### src/rtl/draw_pkg.sv
// Shared drawing definitions for the VGA path: FSM states, draw modes and
// screen geometry used by the rasteriser, the VGA adapter and the sequencer.
package draw_pkg;

  typedef enum logic [1:0] {
    IDLE = 2'd0,
    RUN  = 2'd1,
    FIN  = 2'd2
  } state_t;

  localparam logic MODE_FILL    = 1'b0;
  localparam logic MODE_OUTLINE = 1'b1;

  localparam int SCREEN_W_DEF = 320;
  localparam int SCREEN_H_DEF = 240;
  localparam int COLOUR_W_DEF = 6;

endpackage

### src/rtl/raster_counter.sv
// Column/row walker for a w x h rectangle in raster order. Exposes the
// next-cycle counter values so the owner can register pixel outputs one
// cycle ahead. In outline mode the interior of middle rows is skipped.
import draw_pkg::*;

module raster_counter #(
  parameter int SIZE_W = 9
) (
  input  logic              clk,
  input  logic              resetn,
  input  logic              load,
  input  logic              advance,
  input  logic              mode,
  input  logic [SIZE_W-1:0] w,
  input  logic [SIZE_W-1:0] h,
  output logic [SIZE_W-1:0] col_nxt,
  output logic [SIZE_W-1:0] row_nxt,
  output logic              last
);

  localparam logic [SIZE_W-1:0] ONE = {{(SIZE_W-1){1'b0}}, 1'b1};

  logic [SIZE_W-1:0] col;
  logic [SIZE_W-1:0] row;
  logic [SIZE_W-1:0] w_m1;
  logic [SIZE_W-1:0] h_m1;
  logic              col_end;
  logic              row_end;
  logic              interior;

  // Next position: wrap at the row end first, then the outline skip, else step.
  always_comb begin
    w_m1     = w - ONE;
    h_m1     = h - ONE;
    col_end  = (col == w_m1);
    row_end  = (row == h_m1);
    last     = col_end && row_end;
    interior = (mode == MODE_OUTLINE) && (row != '0) && !row_end;
    col_nxt  = col;
    row_nxt  = row;
    if (load) begin
      col_nxt = '0;
      row_nxt = '0;
    end else if (advance) begin
      if (col_end) begin
        col_nxt = '0;
        row_nxt = row + ONE;
      end else if (interior && (col == '0)) begin
        col_nxt = w_m1;
      end else begin
        col_nxt = col + ONE;
      end
    end
  end

  // Counter state.
  always_ff @(posedge clk) begin
    if (!resetn) begin
      col <= '0;
      row <= '0;
    end else begin
      col <= col_nxt;
      row <= row_nxt;
    end
  end

endmodule

### src/rtl/rect_draw_engine.sv
// Rectangle rasteriser: takes an origin, runtime size, colour and fill/outline
// mode, and emits one clipped pixel per valid/ready handshake. Pixel outputs
// are registered from the counter's next-cycle position so the first pixel is
// presented the cycle after start, and clipped positions cost one idle cycle.
import draw_pkg::*;

module rect_draw_engine #(
  parameter int X_W      = 9,
  parameter int Y_W      = 9,
  parameter int SIZE_W   = 9,
  parameter int COLOUR_W = COLOUR_W_DEF,
  parameter int SCREEN_W = SCREEN_W_DEF,
  parameter int SCREEN_H = SCREEN_H_DEF
) (
  input  logic                clk,
  input  logic                resetn,
  input  logic                start,
  input  logic [X_W-1:0]      x_in,
  input  logic [Y_W-1:0]      y_in,
  input  logic [SIZE_W-1:0]   w_in,
  input  logic [SIZE_W-1:0]   h_in,
  input  logic [COLOUR_W-1:0] colour_in,
  input  logic                mode_in,
  output logic                busy,
  output logic                done,
  output logic                pix_valid,
  input  logic                pix_ready,
  output logic [X_W-1:0]      x,
  output logic [Y_W-1:0]      y,
  output logic [COLOUR_W-1:0] colour
);

  localparam int XS = X_W + 1;
  localparam int YS = Y_W + 1;
  localparam logic [X_W:0] SCR_W = XS'(SCREEN_W);
  localparam logic [Y_W:0] SCR_H = YS'(SCREEN_H);

  state_t            state;
  logic [X_W-1:0]    x0;
  logic [Y_W-1:0]    y0;
  logic [SIZE_W-1:0] w_r;
  logic [SIZE_W-1:0] h_r;
  logic              mode_r;

  logic              accept;
  logic              zero_size;
  logic              advance;
  logic [X_W-1:0]    x0_nxt;
  logic [Y_W-1:0]    y0_nxt;
  logic [SIZE_W-1:0] col_nxt;
  logic [SIZE_W-1:0] row_nxt;
  logic              last;
  logic [X_W:0]      sum_x;
  logic [Y_W:0]      sum_y;
  logic              clip_nxt;

  raster_counter #(
    .SIZE_W (SIZE_W)
  ) u_counter (
    .clk     (clk),
    .resetn  (resetn),
    .load    (accept),
    .advance (advance),
    .mode    (mode_r),
    .w       (w_r),
    .h       (h_r),
    .col_nxt (col_nxt),
    .row_nxt (row_nxt),
    .last    (last)
  );

  // Command acceptance, counter advance and next-pixel address/clip.
  always_comb begin
    accept    = (state == IDLE) && start;
    zero_size = (w_in == '0) || (h_in == '0);
    // In RUN a low pix_valid means the current position was clipped.
    advance   = (state == RUN) && (!pix_valid || pix_ready);
    x0_nxt    = accept ? x_in : x0;
    y0_nxt    = accept ? y_in : y0;
    sum_x     = XS'(x0_nxt) + XS'(col_nxt);
    sum_y     = YS'(y0_nxt) + YS'(row_nxt);
    clip_nxt  = sum_x[X_W] || (sum_x >= SCR_W) || sum_y[Y_W] || (sum_y >= SCR_H);
  end

  // Control FSM with registered handshake, status and pixel outputs.
  always_ff @(posedge clk) begin
    if (!resetn) begin
      state     <= IDLE;
      busy      <= 1'b0;
      done      <= 1'b0;
      pix_valid <= 1'b0;
      x         <= '0;
      y         <= '0;
      colour    <= '0;
      x0        <= '0;
      y0        <= '0;
      w_r       <= '0;
      h_r       <= '0;
      mode_r    <= MODE_FILL;
    end else begin
      case (state)
        IDLE: begin
          done <= 1'b0;
          if (start) begin
            x0     <= x_in;
            y0     <= y_in;
            w_r    <= w_in;
            h_r    <= h_in;
            mode_r <= mode_in;
            colour <= colour_in;
            if (zero_size) begin
              state <= FIN;
              done  <= 1'b1;
            end else begin
              state     <= RUN;
              busy      <= 1'b1;
              pix_valid <= !clip_nxt;
              x         <= sum_x[X_W-1:0];
              y         <= sum_y[Y_W-1:0];
            end
          end
        end
        RUN: begin
          if (advance) begin
            if (last) begin
              state     <= FIN;
              busy      <= 1'b0;
              done      <= 1'b1;
              pix_valid <= 1'b0;
            end else begin
              pix_valid <= !clip_nxt;
              x         <= sum_x[X_W-1:0];
              y         <= sum_y[Y_W-1:0];
            end
          end
        end
        FIN: begin
          done  <= 1'b0;
          state <= IDLE;
        end
        default: begin
          state     <= IDLE;
          busy      <= 1'b0;
          done      <= 1'b0;
          pix_valid <= 1'b0;
        end
      endcase
    end
  end

endmodule
### config.mk
export PLATFORM = sky130hd
export DESIGN_NAME = rect_draw_engine
export DESIGN_NICKNAME = d
export VERILOG_FILES = /design/src/rtl/draw_pkg.sv /design/src/rtl/raster_counter.sv /design/src/rtl/rect_draw_engine.sv
export SDC_FILE = /design/constraint.sdc
export NUM_CORES = 1
export LEC_CHECK = 0
export CORE_AREA = 2 2 103 95
export DETAILED_ROUTE_END_ITERATION = 16
export DIE_AREA = 0 0 105 97
export HOLD_SLACK_MARGIN = 0.15
export PLACE_DENSITY = 0.95
export SYNTH_ARGS = -nofsm -noshare
export SYNTH_HDL_FRONTEND = slang
export SYNTH_SLANG_ARGS = --single-unit
### constraint.sdc
create_clock -name clk -period 11.2 [get_ports clk]
set_input_delay 2.8 -clock clk [delete_from_list [all_inputs] [get_ports clk]]
set_output_delay 2.8 -clock clk [all_outputs]
set_load 0.005 [all_outputs]
Word level (Yosys, flattened, before mapping). Index checks and enable logic that the tools add are counted. Widths: inputs -> output; s select.

Register bits: 84. Logic and storage cells: 97.

Order comparisons: 2. Multiplexer cells: 39. Add/sub/neg operators: 6. Equal/unequal tests: 9. Reduce and logical (&&, ||, !) cells: 26. Bitwise gates (word level): 1.

Operator list (count): $mux 9 (17); $pmux 9 s2 (2); $logic_not 9->1 (3); $add 9x9->10 (2); $add 9x1->9 const B (2); $eq 9x9->1 (2); $sub 9x1->9 const B (2); $mux 1 (12); $ge 10x8->1 const B (1); $ge 10x9->1 const B (1); $ne 2x2->1 const B (5); $reduce_and 5->1 (2); $reduce_bool 9->1 (1); $mux 2 (4); $logic_and 1x1->1 (6); $pmux 1 s3 (2); $logic_or 1x1->1 (5); $pmux 2 s2 (1); $reduce_and 2->1 (2); $reduce_and 4->1 (1); $logic_not 1->1 (3); $reduce_and 3->1 (1); $eq 2x1->1 const B (1); $eq 2x2->1 const B (1); 4 further kinds (4).

Longest topological paths before layout. Gate-level depths: netlist of run 1.

Word-level depth: 18. Mapped depth: 21. Mapped depth without buffers: 19.

Hierarchy. Synthesis of run 1 repeated with hierarchy kept, for this count alone.

Cell total of the unflattened synthesis: 652. Area, all modules: 5266.3 um^2.

Modules (own cells, without submodules): rect_draw_engine (cells each 389, sequential area each 1321.3 um^2, times used 1, area an instance 3229.3 um^2); raster_counter (cells each 263, sequential area each 360.3 um^2, times used 1, area an instance 2037.0 um^2).

Least setup slack after synthesis of run 1. No wires, ideal clock.

Kind: in2reg. Start point: in start. End point: reg y[8]. Cell stages on the path: 14. Arrival: 5.425 ns. Buffers on the path: 3. Slack: 5.703 ns. Data required time: 11.128 ns. Library setup time: 0.072 ns. Path through: and2_1 -> clkbuf_1 -> clkbuf_1 -> clkbuf_1 -> nor2_1 -> ha_1 -> fa_1 -> a211oi_1 -> o21ai_0 -> a21o_1 -> a21oi_1 -> xnor2_1 -> nand2_1 -> mux2i_1.

Cells in the longest elaborated chain, start to end: 6.

Ends and longest elaborated chain: from (decl) (RTL line rect_draw_engine.sv:17) `input logic start,`; $logic_and 1x1->1 (*) (RTL line rect_draw_engine.sv:74) `accept = (state == IDLE) && start;`; $mux 9 (*) (RTL line raster_counter.sv:41) `if (load) begin`; net row_nxt[0] (RTL line rect_draw_engine.sv:51) `logic [SIZE_W-1:0] row_nxt;`; $add 9x9->10 (*) (RTL line rect_draw_engine.sv:81) `sum_y = YS'(y0_nxt) + YS'(row_nxt);`; $mux 9 (on tied branches) (RTL line rect_draw_engine.sv:125, rect_draw_engine.sv:111); $mux 9 (on tied branches) (RTL line rect_draw_engine.sv:124, rect_draw_engine.sv:104); $pmux 9 s2 (*) (RTL line rect_draw_engine.sv:101) `case (state)`; to (signal assigned) (RTL line rect_draw_engine.sv:119) `y <= sum_y[Y_W-1:0];`; to (signal assigned) (RTL line rect_draw_engine.sv:133) `y <= sum_y[Y_W-1:0];`; to (decl) (RTL line rect_draw_engine.sv:29) `output logic [Y_W-1:0] y,`.

Mark *: on every way through the listed nets, which the timed path passes. The rest lies on a longest branch. The select of a mux whose other input is x is not followed. A chain may end at the register's enable or synchronous reset.

Worst setup path in the final report of run 1.
Start point: in start. End point: reg pix_valid.

Cells in the longest elaborated chain, start to end: 11.

Ends and longest elaborated chain: $logic_and 1x1->1 (*) (RTL line rect_draw_engine.sv:74); $mux 9 (*) (RTL line raster_counter.sv:41); net col_nxt[0] (RTL line rect_draw_engine.sv:50) `logic [SIZE_W-1:0] col_nxt;`; $add 9x9->10 (*) (RTL line rect_draw_engine.sv:80) `sum_x = XS'(x0_nxt) + XS'(col_nxt);`; $ge 10x9->1 (RTL line rect_draw_engine.sv:82) `clip_nxt = sum_x[X_W] || (sum_x >= SCR_W) || sum_y[Y_W] || (sum_y >= SCR_H);`; $logic_or 1x1->1 (*) (3 in series) (RTL line rect_draw_engine.sv:82); $logic_not 1->1 (*) (RTL line rect_draw_engine.sv:117, rect_draw_engine.sv:131); $mux 1 (on tied branches) (RTL line rect_draw_engine.sv:125, rect_draw_engine.sv:111); $mux 1 (on tied branches) (RTL line rect_draw_engine.sv:124, rect_draw_engine.sv:104); $pmux 1 s3 (*) (RTL line rect_draw_engine.sv:101); to (signal assigned) (RTL line rect_draw_engine.sv:117) `pix_valid <= !clip_nxt;`; to (signal assigned) (RTL line rect_draw_engine.sv:131) `pix_valid <= !clip_nxt;`; to (decl) (RTL line rect_draw_engine.sv:26) `output logic pix_valid,`.

Marks and branches as above.

==> qor.yml, run 1 <==
dieArea_sq_um: 10200
worstHoldEndpoint: "x[0]$_SDFFE_PN0P_"
rsz0062_at_grt: "no"
cts_hold_buf: 0
antenna_found_initial: 0
yosys_warnings: 0
post-route-period-util: 0.557
path_delay_family: "simple AND/OR/NAND/NOR gates"
grt_max_degree: 86
synth-xor-area-share: 0.0728
synthFlopType: "dfxtp_1"
r2r_cells: 18
cp_max_fo: 29
grt_use_met3: 0.0398
syn2layout_area_growth_pct: 17.0
clockRootBuffer: "clkbuf_8"
num-nets-final: 794
finalSetupTns_ns: 0
grt_util_met1: 0.307
period_needed_ns: 6.23
grt_overflow_total: 0
grt_pass1_wl_microns: 22300
post-cts-setup-buffers: 0
die_h_microns: 97
multi_input_area_sq_um: 3420
cts.clk_slew.worst_paths_ns: 0.09
synth_fa_ha_area_frac: 0.0635
viasPerCell: 5.88
top_usage_layer: "met2"
seq_area_sq_um: 1680
drc: 0
synth_seq_cells: 84
nFillCells: 704
synth-edff-count: 0
cts_tree: "yes"
finalPower_mw: 0.779
max_clock_freq_mhz: 160
holdPathStages: 2
wl_per_cell_microns: 15.6
dp_hpwl_microns: 9690
reg2reg_setup_slack_ns: 6.37
diodes: 0
cp.arrival_ns: 6.52
cpMaxStageDelayCell: "nand2_1"
cts_buffers: 9
status: "complete, no violations"
power_leakage_nw: 2.54
startpoint_type: "primary input"
dr.pass1.iters: 5
place.gp.congestion: 0.911
finalSetupViolCount: 0
syn_inst: 677
grt_pass1_vias: 4922
slowest_delay_ns: 0.68
worstMarginPinSlew_ns: 0.941
clk_latency_ns: 0.37
max-clock-path-buffers: 2
wirelength_microns: 13300
holdCritPathClass: "reg -> reg"
synthMuxAreaShare: 0.0485
vias: 4986
yosysSeqAreaShare: 0.314
htree_levels: 3
synth_top_family_by_area: "simple AND/OR/NAND/NOR gates"
synth_compound_area_frac: 0.178
use_met2: 0.473
first_iter_violations: 319
crit_chain: "clkdlybuf4s50_1 > nand2_1 > buf_4 > nand2_1 > nor2b_1 > ha_1 > inv_1 > fa_1 > nand2b_1 > a21oi_1 > o21a_1 > nor2_1 > xnor2_1 > o21a_1 > o31ai_1"
peakVddDrop_mv: 0.0903
track_usage: 0.265
cp.buffers_inverters: 3
syn-num-nets: 750
ys_types: 63
drv_cap: 0
start_util: 0.596
drv_slew: 0
cts.sinks: 84
endpoint_kind: "flop"
cts_resized: 0
finalHoldViolations: 0
powerDensity_nw_per_um2: 124
dieWidth_microns: 105
coreArea_sq_um: 9000
port_buffers: 73
worstSetupPathType: "in -> reg"
io_pins: 74
r2r-end: "y[8]$_SDFFE_PN0P_"
syn-cell-area_sq_um: 5360
std_cell_rows: 33
utilization: 0.697
maxSlewHeadroom: 0.372
syn_avg_cell_area_sq_um: 7.92
cp_data_required_time_ns: 11.49
clock_skew_ns: 0.0104
ys_async_sr_fraction: 0
worstHoldStart: "x[0]$_SDFFE_PN0P_"
detail-route-antenna-nets: 0
drive_above_1_share: 0.0468
synth-simple-area-share: 0.275
timing.rr.start: "w_r[0]$_SDFFE_PN0P_"
-- cell usage in the layout, fill, tap and decap left out, types with 6 or more instances in the layout --
cell type / n
xor2_1: 17
dfxtp_1: 84
ha_1: 24
nand4_1: 8
a21boi_0: 26
clkdlybuf4s50_1: 72
a22o_1: 14
nor2b_1: 8
o21ai_0: 18
nand2b_1: 13
a211oi_1: 6
mux2i_1: 26
a21oi_1: 21
xnor2_1: 25
o211ai_1: 7
nand2_1: 158
inv_1: 21
nor3_1: 13
nor2_1: 31
and2_1: 22
nand3_1: 15
clkbuf_8: 10
-- where the power goes --
part	switching (mW)	internal, mW
sequential	0.0213	0.321
clock	0.115	0.111
combinational	0.112	0.0983
-- sequential cells by signal, indices dropped and copies added (netlist names) --
register,flops
y0,9
busy,1
x0,9
mode_r,1
u_counter.row,9
y,9
h_r,9
x,9
w_r,9
u_counter.col,9
pix_valid,1
state,2
colour,6
done,1
-- cell usage after synthesis, types with 7 or more instances --
library cell,instances,area [sq um]
nand4_1,8,50.1
o211ai_1,7,52.6
ha_1,24,300
o21ai_0,18,90.1
mux2i_1,26,260
a21oi_1,21,105
nor2_1,31,116
nor2b_1,8,50.1
nand2_1,158,593
a22o_1,14,123
xor2_1,17,149
inv_1,21,78.8
dfxtp_1,84,1680
xnor2_1,25,219
nand3_1,15,75.1
a21boi_0,26,195
nand2b_1,13,81.3
clkbuf_1,34,128
and2_1,23,144
nor3_1,13,65.1
-- through the flow --
step | hold WS (ns) | area [sq um] | std cells | worst slack [ns]
after CTS | 0.463 | 6280 | 848 | 5.02
after floorplan | 0.439 | 5360 | 677 | 5.70
final | 0.464 | 6280 | 848 | 4.97
after global placement | 0.447 | 6070 | 832 | 4.86
after global routing | 0.488 | 6280 | 848 | 4.75
after detailed placement | 0.449 | 6070 | 832 | 4.69
-- worst register-to-register path: stages, from the launching register on --
cell	delay, ns
dfxtp_1	0.55
inv_1	0.08
ha_1	0.27
nor3b_4	0.19
xnor2_1	0.15
a2111o_1	0.46
nor4_4	0.42
nand3_2	0.34
xnor2_1	0.29
nor2_1	0.08
ha_1	0.29
fa_1	0.43
a211oi_1	0.31
o21ai_0	0.18
a21o_1	0.20
a21oi_1	0.17
xnor2_1	0.16
nand2_1	0.07
mux2i_1	0.14
-- worst max path at each step --
stage / startpoint / to / cells after the start
floorplan: start / y[8]$_SDFFE_PN0P_ / 14
global placement: start / pix_valid$_SDFFE_PN0P_ / 15
detailed placement: start / pix_valid$_SDFFE_PN0P_ / 15
CTS: start / pix_valid$_SDFFE_PN0P_ / 15
global route: start / x[8]$_SDFFE_PN0P_ / 15
finish: start / pix_valid$_SDFFE_PN0P_ / 15
-- logic make-up after synthesis --
group                    count (synthesis)
multiplexers                            26
AND/OR/NAND/NOR                        301
flip-flops                              84
adder cells (fa/ha/maj)                 26
XOR/XNOR                                43
buffers and inverters                   63
AO/OA/AOI/OAI                          134
-- per-layer routing --
metal	vias to the layer above	share of wire	wire [microns]
met3	48	0.044	585
li1	2426	-	-
met5	-	0	0
met2	165	0.50	6630
met4	0	0.034	445
met1	2347	0.42	5600
-- final cells by class --
class | instances | area share
multi-input combinational | 530 | 0.545
sequential | 84 | 0.268
timing repair buffer | 75 | 0.118
tap | 122 | 0.0243
clock buffer | 12 | 0.0231
inverter | 21 | 0.0126
clock inverter | 4 | 0.00917
No activity file was read; power rests on OpenSTA's default activity.
==> inputs of run 2 (changes only) <==
--- a/config.mk
+++ b/config.mk
@@ -5,11 +5,11 @@
 export SDC_FILE = /design/constraint.sdc
 export NUM_CORES = 1
 export LEC_CHECK = 0
-export CORE_AREA = 2 2 103 95
+export CORE_AREA = 2 2 113 104
 export DETAILED_ROUTE_END_ITERATION = 16
-export DIE_AREA = 0 0 105 97
+export DIE_AREA = 0 0 115 106
 export HOLD_SLACK_MARGIN = 0.15
-export PLACE_DENSITY = 0.95
+export PLACE_DENSITY = 0.87
 export SYNTH_ARGS = -nofsm -noshare
 export SYNTH_HDL_FRONTEND = slang
 export SYNTH_SLANG_ARGS = --single-unit
==> constraint.sdc (replaced) <==
create_clock -name clk -period 5.4 [get_ports clk]
set_input_delay 1.35 -clock clk [delete_from_list [all_inputs] [get_ports clk]]
set_output_delay 1.35 -clock clk [all_outputs]
set_load 0.005 [all_outputs]
==> run 2 against run 1 <==
  * Worst hold slack worse by 0.015 ns
  * Cell count is 1.8% higher
  * Clock power grew to 2.6 times the previous value
  * Die area is 20% higher
  * Sequential power is 110% higher
  * Utilization is 12 points lower
  * Final area is 1.7% higher
  * Critical path type is now reg -> reg
  * Critical endpoint unchanged
  * Largest cell class unchanged
  * Largest power group unchanged
==> qor.yml, run 2 (synthesized netlist as in run 1, its figures left out) <==
p_int_mw: 1.21  # +130%
grt_overflow_total: 0  # unchanged
cts.sinks: 84  # unchanged
cts_buffers: 9  # unchanged
cp.arrival_ns: 4.95  # -1.57 ns
syn2layout_area_growth_pct: 19.0
wirelength_microns: 13000  # -2.1%
pwr-share-clk: 0.340  # +0.049
cpMostUsedCell: "a21oi_1"
powerDensity_nw_per_um2: 272  # +120%
pre_cts_ws_ns: 0.532  # -4.16 ns
die_h_microns: 106  # +9.3%
clockRootBuffer: "clkbuf_16"
drc: 0  # unchanged
grt_pass1_wl_microns: 21100  # -5.2%
first_iter_violations: 324  # +1.6%
finalSetupTns_ns: 0  # unchanged
cts_tree: "yes"
drive_above_1_share: 0.0495  # +0.00269
endpoint_kind: "flop"
dr.pass1.iters: 5  # unchanged
cp.buffers_inverters: 1  # -2
post-route-period-util: 0.869
clock_skew_ns: 0.00601  # -0.00442 ns
combinationalPowerShare: 0.252  # -0.018
maxSlewHeadroom: 0.519  # +0.147
swShare: 0.304  # -0.0152
port_buffers: 73  # unchanged
cts_resized: 0  # unchanged
final_common_cell: "nand2_1"
dp_hpwl_microns: 9340  # -3.6%
dp_cells: 848  # +1.9%
diodes: 0  # unchanged
drv_cap: 0  # unchanged
detail-route-antenna-nets: 0  # unchanged
num-nets-final: 796  # +0.25%
slowest_delay_ns: 0.57  # -0.11 ns
worstSetupPathType: "reg -> reg"
cts.clk_slew.worst_paths_ns: 0.06  # -0.03 ns
grt_pass1_vias: 4538  # -7.8%
layout_common_cells: "nand2_1 (158), dfxtp_1 (84), clkdlybuf4s50_1 (72)"
io_pins: 74  # unchanged
setup_ws_ns: 0.709  # -4.26 ns
power_frac_seq: 0.409  # -0.030
cts_hold_buf: 0  # unchanged
dieWidth_microns: 115  # +9.5%
rsz0062_at_grt: "no"
cp_max_fo: 12  # -59%
std_cell_rows: 37  # +12%
worstMarginPinSlew_ns: 0.718  # -0.224 ns
peakVddDrop_mv: 0.126  # +39%
max_clock_freq_mhz: 213
htree_levels: 3  # unchanged
path_delay_family: "compound AO/OA/AOI/OAI gates"
drv_slew: 0  # unchanged
start_util: 0.483  # -0.113
power_leakage_nw: 2.59  # +1.8%
viasPerCell: 5.70  # -3.1%
finalSetupViolCount: 0  # unchanged
track_usage: 0.212  # -0.0529
wl_per_cell_microns: 15.1  # -3.8%
antenna_found_initial: 0  # unchanged
stdcell_count: 863  # +1.8%
clk_latency_ns: 0.34  # -0.03 ns
max-clock-path-buffers: 2  # unchanged
holdCritPathClass: "reg -> reg"
reg2reg_setup_slack_ns: 0.71  # -5.66 ns
vias: 4916  # -1.4%
startpoint_type: "flop"
finalHoldViolations: 0  # unchanged
status: "complete, no violations"
cpMaxStageDelayCell: "or4_1"
grt_max_degree: 54  # -37%
crit_chain: "inv_1 > ha_1 > nor3b_4 > xnor2_1 > a2111o_1 > nor4_4 > nand3_2 > or4_1 > a21oi_1 > ha_1 > o21ai_0 > o21bai_1 > a21oi_1 > a21oi_1 > xnor2_1 > o2111ai_1 > o31ai_1"
coreArea_sq_um: 11100  # +23%
place.gp.congestion: 0.924  # +1.4%
post-cts-setup-buffers: 0  # unchanged
p_switching_mw: 0.527  # +110%
utilization: 0.575  # -0.123
period_needed_ns: 4.69
dieArea_sq_um: 12200  # +20%
cp_data_required_time_ns: 5.66  # -5.83 ns
run 2: cell count changes in the layout (fill, tap and decap cells not counted):
cell	delta
clkbuf_8	-8
clkbuf_16	+9
clkinv_4	-1
clkinv_2	+1
bufinv_16	-1
inv_6	+1
buf_4	+2
clkbuf_1	-1
inv_8	-1
run 2: area by class of cell:
class                           instances  area (sq um)
Timing Repair Buffer                   77           756
Sequential cell                        84          1680
Clock buffer                           12           256
Inverter                               21          78.8
Fill cell                             982          4730
Clock inverter                          3          21.3
Tap cell                              136           170
Multi-Input combinational cell        530          3420
run 2: power by group through the flow:
stage               combinational (mW)  sequential [mW]  clock [mW]
CTS                              0.436            0.708       0.594
detailed placement               0.432            0.722           0
global placement                 0.423            0.720           0
floorplan                        0.302            0.706           0
finish                           0.436            0.709       0.589
global route                     0.480            0.714       0.619
run 2: worst paths after layout:
| check | from | end | depth (start not counted) |
|---|---|---|---|
| worst min register to register | done$_SDFFE_PN0P_ | done$_SDFFE_PN0P_ | 2 |
| worst max register to register | w_r[0]$_SDFFE_PN0P_ | pix_valid$_SDFFE_PN0P_ | 17 |
| worst max-delay path | w_r[0]$_SDFFE_PN0P_ | pix_valid$_SDFFE_PN0P_ | 17 |
| worst min-delay path | done$_SDFFE_PN0P_ | done$_SDFFE_PN0P_ | 2 |
run 2: worst reg2reg max path, stage by stage, from the launching register on:
cell       delay (ns)
dfxtp_1          0.50
inv_1            0.09
ha_1             0.26
nor3b_4          0.19
xnor2_1          0.14
a2111o_1         0.45
nor4_4           0.41
nand3_2          0.33
or4_1            0.57
a21oi_1          0.19
ha_1             0.29
o21ai_0          0.13
o21bai_1         0.09
a21oi_1          0.24
a21oi_1          0.15
xnor2_1          0.20
o2111ai_1        0.14
o31ai_1          0.24
run 2: per-layer routing:
metal	wire length (microns)	track usage
met2	6400	0.363
met5	0	0
met3	672	0.0348
met1	5650	0.267
met4	277	0.0792
run 2: per-stage QoR:
step / power, mW / cell area (sq um) / hold slack, ns
2_1_floorplan: 1.01 / 5360 / 0.439
3_3_place_gp: 1.14 / 6110 / 0.436
3_5_place_dp: 1.15 / 6110 / 0.439
4_1_cts: 1.74 / 6380 / 0.450
5_1_grt: 1.81 / 6380 / 0.479
6_report: 1.73 / 6380 / 0.449
